<file path="src/rtl/tff_ctrl_pkg.sv">
// Shared state encoding, terminal-count constants and T-FF step decode
// for the external 3-bit T flip-flop counter controller.
package tff_ctrl_pkg;

  typedef enum logic [1:0] {
    IDLE = 2'd0,
    RUN  = 2'd1,
    LOAD = 2'd2
  } state_t;

  localparam logic [2:0] TC_UP = 3'd7;
  localparam logic [2:0] TC_DN = 3'd0;

  // Synchronous binary counter built from T-FFs: each stage toggles when
  // all lower stages are 1 (up) or all lower stages are 0 (down).
  function automatic logic [2:0] step_toggles(input logic [2:0] q, input logic up);
    logic [2:0] tgl;
    if (up) tgl = {q[1] & q[0], q[0], 1'b1};
    else    tgl = {~q[1] & ~q[0], ~q[0], 1'b1};
    return tgl;
  endfunction

endpackage

</file>
<file path="src/rtl/tff_prescaler.sv">
// Step-rate prescaler: tick on one cycle in every PRESCALE enabled cycles.
// Only instantiated when TFF_CTRL_PRESCALE_EN is defined.
module tff_prescaler #(
  parameter int PRESCALE = 4
) (
  input  logic sysclk,
  input  logic rst,
  input  logic clr,
  input  logic en,
  output logic tick
);

  localparam logic [7:0] LAST = 8'(PRESCALE - 1);

  logic [7:0] cnt;

  always_ff @(posedge sysclk) begin
    if (rst) begin
      cnt <= 8'd0;
    end else if (clr) begin
      cnt <= 8'd0;
    end else if (en) begin
      cnt <= (cnt == LAST) ? 8'd0 : cnt + 8'd1;
    end
  end

  assign tick = en && (cnt == LAST);

endmodule

</file>
<file path="src/rtl/tff_count_ctrl.sv">
// Sequencer for an external 3-bit T-FF counter: run/stop/load FSM and
// toggle-enable decode. Define TFF_CTRL_PRESCALE_EN to slow steps to 1/PRESCALE.
//
//   state | meaning
//   ------+-----------------------------------------------------------
//   IDLE  | counter held, t=0, waiting for start or load
//   RUN   | one count step per tick in direction dir
//   LOAD  | single cycle, t = q ^ load_val so the counter takes load_val
module tff_count_ctrl
  import tff_ctrl_pkg::*;
#(
  parameter int PRESCALE  = 4,
  parameter int AUTO_STOP = 1
) (
  input  logic       sysclk,
  input  logic       rst,
  input  logic       start,
  input  logic       stop,
  input  logic       dir,
  input  logic       load,
  input  logic [2:0] load_val,
  input  logic [2:0] q,
  output logic [2:0] t,
  output logic       busy,
  output logic       done,
  output logic [1:0] state
);

  if (PRESCALE < 2 || PRESCALE > 255) begin : g_bad_prescale
    $error("tff_count_ctrl: PRESCALE must be in 2..255");
  end

  state_t     state_q, state_d;
  logic       done_q, done_d;
  logic [2:0] t_d;
  logic       tick;
  logic       at_tc;

`ifdef TFF_CTRL_PRESCALE_EN
  logic ps_clr;
  logic ps_en;

  // Restart the step period on every entry to RUN so the first step is a
  // full PRESCALE cycles after start.
  assign ps_clr = (state_q != RUN) && (state_d == RUN);
  assign ps_en  = (state_q == RUN);

  tff_prescaler #(
    .PRESCALE(PRESCALE)
  ) u_prescaler (
    .sysclk(sysclk),
    .rst   (rst),
    .clr   (ps_clr),
    .en    (ps_en),
    .tick  (tick)
  );
`else
  assign tick = (state_q == RUN);
`endif

  assign at_tc = dir ? (q == TC_UP) : (q == TC_DN);

  always_ff @(posedge sysclk) begin
    if (rst) begin
      state_q <= IDLE;
      done_q  <= 1'b0;
    end else begin
      state_q <= state_d;
      done_q  <= done_d;
    end
  end

  always_comb begin
    state_d = state_q;
    t_d     = 3'b000;
    done_d  = 1'b0;
    case (state_q)
      IDLE: begin
        if (load)       state_d = LOAD;
        else if (stop)  state_d = IDLE;
        else if (start) state_d = RUN;
      end
      RUN: begin
        // Leaving RUN via load or stop takes no step and reports no done.
        if (load) begin
          state_d = LOAD;
        end else if (stop) begin
          state_d = IDLE;
        end else if (tick) begin
          if (at_tc && (AUTO_STOP != 0)) begin
            state_d = IDLE;
            done_d  = 1'b1;
          end else begin
            t_d    = step_toggles(q, dir);
            done_d = at_tc;
          end
        end
      end
      LOAD: begin
        t_d     = q ^ load_val;
        state_d = load ? LOAD : IDLE;
      end
      default: state_d = IDLE;
    endcase
    if (rst) t_d = 3'b000;
  end

  assign t     = t_d;
  assign done  = done_q;
  assign busy  = (state_q == RUN) || (state_q == LOAD);
  assign state = state_q;

endmodule
</file>
<file path="config.mk">
export PLATFORM = sky130hd
export DESIGN_NAME = tff_count_ctrl
export DESIGN_NICKNAME = d
export VERILOG_FILES = /design/src/rtl/tff_ctrl_pkg.sv /design/src/rtl/tff_prescaler.sv /design/src/rtl/tff_count_ctrl.sv
export SDC_FILE = /design/constraint.sdc
export NUM_CORES = 1
export LEC_CHECK = 0
export ABC_CLOCK_PERIOD_IN_PS = 1550
export CAP_MARGIN = 20
export CORE_AREA = 2 2 39 41
export DETAILED_ROUTE_END_ITERATION = 12
export DIE_AREA = 0 0 41 43
export GPL_TIMING_DRIVEN = 0
export PLACE_DENSITY = 0.58
export SETUP_SLACK_MARGIN = 0.3
export SLEW_MARGIN = 10
export SYNTH_ARGS = -nofsm -noshare
export SYNTH_HDL_FRONTEND = slang
export SYNTH_SLANG_ARGS = --single-unit
</file>
<file path="constraint.sdc">
create_clock -name sysclk -period 1.55 [get_ports sysclk]
set_input_delay 0.31 -clock sysclk [delete_from_list [all_inputs] [get_ports sysclk]]
set_output_delay 0.31 -clock sysclk [all_outputs]
set_load 0.03 [all_outputs]
</file>
==> results of run 1 <==
==> power by group through the flow <==
stage | registers (mW) | clock network [mW] | logic (mW)
after floorplan | 0.0895 | 0 | 0.0601
after global placement | 0.0845 | 0 | 0.123
after detailed placement | 0.0845 | 0 | 0.123
after CTS | 0.0825 | 0.141 | 0.128
after global routing | 0.0829 | 0.153 | 0.149
final | 0.0823 | 0.135 | 0.138
==> metal layers <==
metal	track usage [%]	vias up	share of wire [%]	wire, µm
li1	-	207	-	-
met3	6.81	0	6.3	56
met2	21.3	15	53	477
met5	0	-	0	0
met1	12.8	174	40	362
met4	2.00	0	0	0
==> kinds of logic (layout without fill, tap and decap cells) <==
kind of cell | Yosys count | count (layout)
AOI/OAI and AO/OA | 9 | 9
buffers and inverters | 3 | 31
xor gates and xnor gates | 4 | 4
DFF | 3 | 3
and+or+nand+nor | 16 | 16
adders and majority gates | 4 | 4
==> flip-flops by register name (all words and copies together), names as in the netlist <==
signal  count
done        1
state       2
==> worst min-delay path by stage <==
stage	startpoint	endpoint	slack (ns)	depth (start not counted)
6_report	q[2]	done$_SDFF_PP0_	0.52	4
3_3_place_gp	state[1]$_SDFFE_PP0P_	state[1]$_SDFFE_PP0P_	0.54	2
5_1_grt	q[2]	done$_SDFF_PP0_	0.53	4
4_1_cts	q[2]	done$_SDFF_PP0_	0.52	4
3_5_place_dp	state[1]$_SDFFE_PP0P_	state[1]$_SDFFE_PP0P_	0.53	2
2_1_floorplan	rst	done$_SDFF_PP0_	0.38	1
==> cells in the final DEF (no fill, tap or decap), types with 2 or more instances in the layout <==
cell type	instances
buf_6	9
nor2_1	2
ha_4	2
clkdlybuf4s50_1	5
clkbuf_4	3
dfxtp_4	2
a21oi_4	2
xor2_1	3
nand2_1	3
buf_4	5
buf_2	2
dlygate4sd2_1	2
nand4_1	3
ha_1	2
==> stage by stage <==
stage               cell area (µm²)  setup slack, ns  setup TNS (ns)  instances  total power [mW]
floorplan                       434           -0.100          -0.263         39             0.150
global placement                634            -1.16           -4.62         73             0.207
detailed placement              634            -1.16           -4.61         73             0.207
CTS                             691           -0.296          -0.852         80             0.352
global route                    733           -0.373           -1.23         83             0.385
finish                          733           -0.294          -0.844         83             0.356
==> tightest hold or removal path: stages <==
cell      delay, ns
buf_6          0.08
or4_4          0.11
buf_6          0.12
a211oi_1       0.07
==> cell type report <==
class | count | share of cell area, %
Buffer | 1 | 1.54
Sequential cell | 3 | 9.22
Clock buffer | 4 | 3.58
Timing Repair Buffer | 24 | 30.9
Tap cell | 16 | 2.73
Multi-Input combinational cell | 33 | 50.7
Inverter | 2 | 1.37
==> what timing repair did <==
action | 4_1_cts | 5_1_grt
endpoints found under the setup margin | 10 | 7
pin swaps | 7 | 3
setup buffers | 3 | 3
resized for setup | 62 | 4
==> reports/qor.json, run 1 <==
{
  "run_status": "finished, violations left",
  "violated_checks": "setup timing",
  "final_layout_size_suffix_gt1_share_pct": 56.7,
  "buffer_ports.inserted": 18,
  "num_io_pins": 19,
  "grt_pass1_vias": 376,
  "worst_r2r_path_depth": 8,
  "ctsRootBufferMaster": "clkbuf_4",
  "fp-row-count": 14,
  "synth_nets": 55,
  "final_number_of_max_transition_violations": 0,
  "switching_share_pct": 31.2,
  "timing.fmax_ghz": 0.542,
  "max-clock-path-buffers": 2,
  "fillers": 146,
  "multi_input_comb_area_um2": 372,
  "cellInternalPower_mw": 0.245,
  "initial_antenna_violation_count": 0,
  "synth_top_family_by_area": "simple AND/OR/NAND/NOR gates",
  "tritoncts_num_sinks": 3,
  "gp_congestion": 0.596,
  "layout.area.seq_um2": 67.6,
  "crit_end": "t[0]",
  "power_density_nw_per_um2": 485,
  "yosysMostFrequentCell": "ha_1",
  "vias_per_cell": 4.77,
  "maximum_vdd_drop_v": 0.000358,
  "rr_endpoint": "state[1]$_SDFFE_PP0P_",
  "cap_violations": 0,
  "synth_edf_count": 0,
  "total_leakage_power_nw": 0.269,
  "timing.critical_path.buf_inv": 3,
  "path_clk_slew_ns": 0.04,
  "first_pass_grt_wire_length_mm": 1.48,
  "syn_area_um2": 345,
  "dpl.hpwl_um": 713,
  "drtPass1Iterations": 4,
  "diodes": 0,
  "async_flop_share_pct": 0,
  "crit_cells": 7,
  "combPwrFrac_pct": 38.9,
  "track_usage_pct": 12.4,
  "mean_instance_size_in_the_synthesized_netlist_um2": 8.85,
  "rsz_0062_raised_after_global_routing": "yes",
  "final_antenna_net_count": 0,
  "synthSimpleGateAreaFrac_pct": 27.2,
  "hold_viol": 0,
  "worst-setup-path-type": "reg2out",
  "worst-endpoint-required_ns": 1.24,
  "crit_path_start": "state[1]$_SDFFE_PP0P_",
  "ys.flop_type": "dfxtp_1",
  "die_height_um": 43,
  "cts-htree-levels": 1,
  "seq_area_frac_synth_pct": 17.4,
  "skew_ns": 0.000994,
  "timing.hold.ws_ns": 0.516,
  "synthToLayoutAreaGrowth_pct": 112,
  "ys_seq_elements": 3,
  "timing.critical_path.cells": "inv_4 -> ha_4 -> nor3b_4 -> buf_6 -> a32oi_4 -> nor2_4 -> buf_6",
  "grt_overflow_total": 0,
  "timing.final.crit_share_pct": 119,
  "start_kind": "register",
  "totalWireLength_um": 896,
  "ys_types": 24,
  "crit_path_dat_ns": 1.53,
  "finalCoreUtilization_pct": 53.0,
  "post_synth_xor_area_fraction_pct": 10.1,
  "initial_utilization_pct": 25.0,
  "power.sequential.fraction_pct": 23.1,
  "ff2ff_setup_slack_ns": -0.02,
  "relSlewSlack_pct": 74.1,
  "clkLatencyLatePin_ns": 0.23,
  "post-route-worst-setup-slack_ns": -0.294,
  "synthAdderAreaFrac_pct": 14.5,
  "layout_min_cycle_time_ns": 1.84,
  "synth.mux.area_fraction_pct": 0,
  "cp_top_family": "simple AND/OR/NAND/NOR gates",
  "count_of_nets_after_finishing": 84,
  "synthTopCellsByArea": "dfxtp_1 17%, ha_1 14%, xor2_1 7.6%",
  "yosysTopAreaCellShare_pct": 17.4,
  "final-setup-viol-count": 4,
  "core_um2": 1380,
  "worstMarginPinSlew_ns": 0.388,
  "cts_made_buffers": 3,
  "worstPathMaxFanout": 3,
  "pwr-share-clk_pct": 38.0,
  "rr_startpoint": "state[1]$_SDFFE_PP0P_",
  "synthesis.instances": 39,
  "drt-wirelength-per-cell_um": 10.8,
  "grt_max_degree": 7,
  "ys.warnings.count": 0,
  "post-route-drc-count": 0,
  "die-area_um2": 1760,
  "critical_path.slowest_cell": "dfxtp_4",
  "yosysTopAreaCell": "dfxtp_1",
  "crit_path_end_kind": "output pin",
  "clock_tree_from_tritoncts": "yes",
  "drt-initial-drc-count": 2,
  "routed-via-count": 396,
  "hold_fix_buffer_count_after_cts": 0,
  "stage_delay_of_the_slowest_cell_on_the_critical_path_ns": 0.34,
  "die_width_um": 41,
  "tightest_hold_check_type": "in2reg",
  "compound_cell_area_share_of_the_yosys_netlist_pct": 25.4,
  "total_switching_power_mw": 0.111,
  "critPathMostFrequentCell": "buf_6"
}
(Power assumes the default switching activity.)
==> run 2: changes to the inputs <==
ABC_CLOCK_PERIOD_IN_PS = unset   (was 1550)
==> results of run 2 <==
The final DEF is identical to that of run 1; final timing and power are the same.
==> run 3: changes to the inputs <==
HOLD_SLACK_MARGIN = 0.03   (was unset)
==> results of run 3 <==
The final DEF is identical to that of run 1; final timing and power are the same.
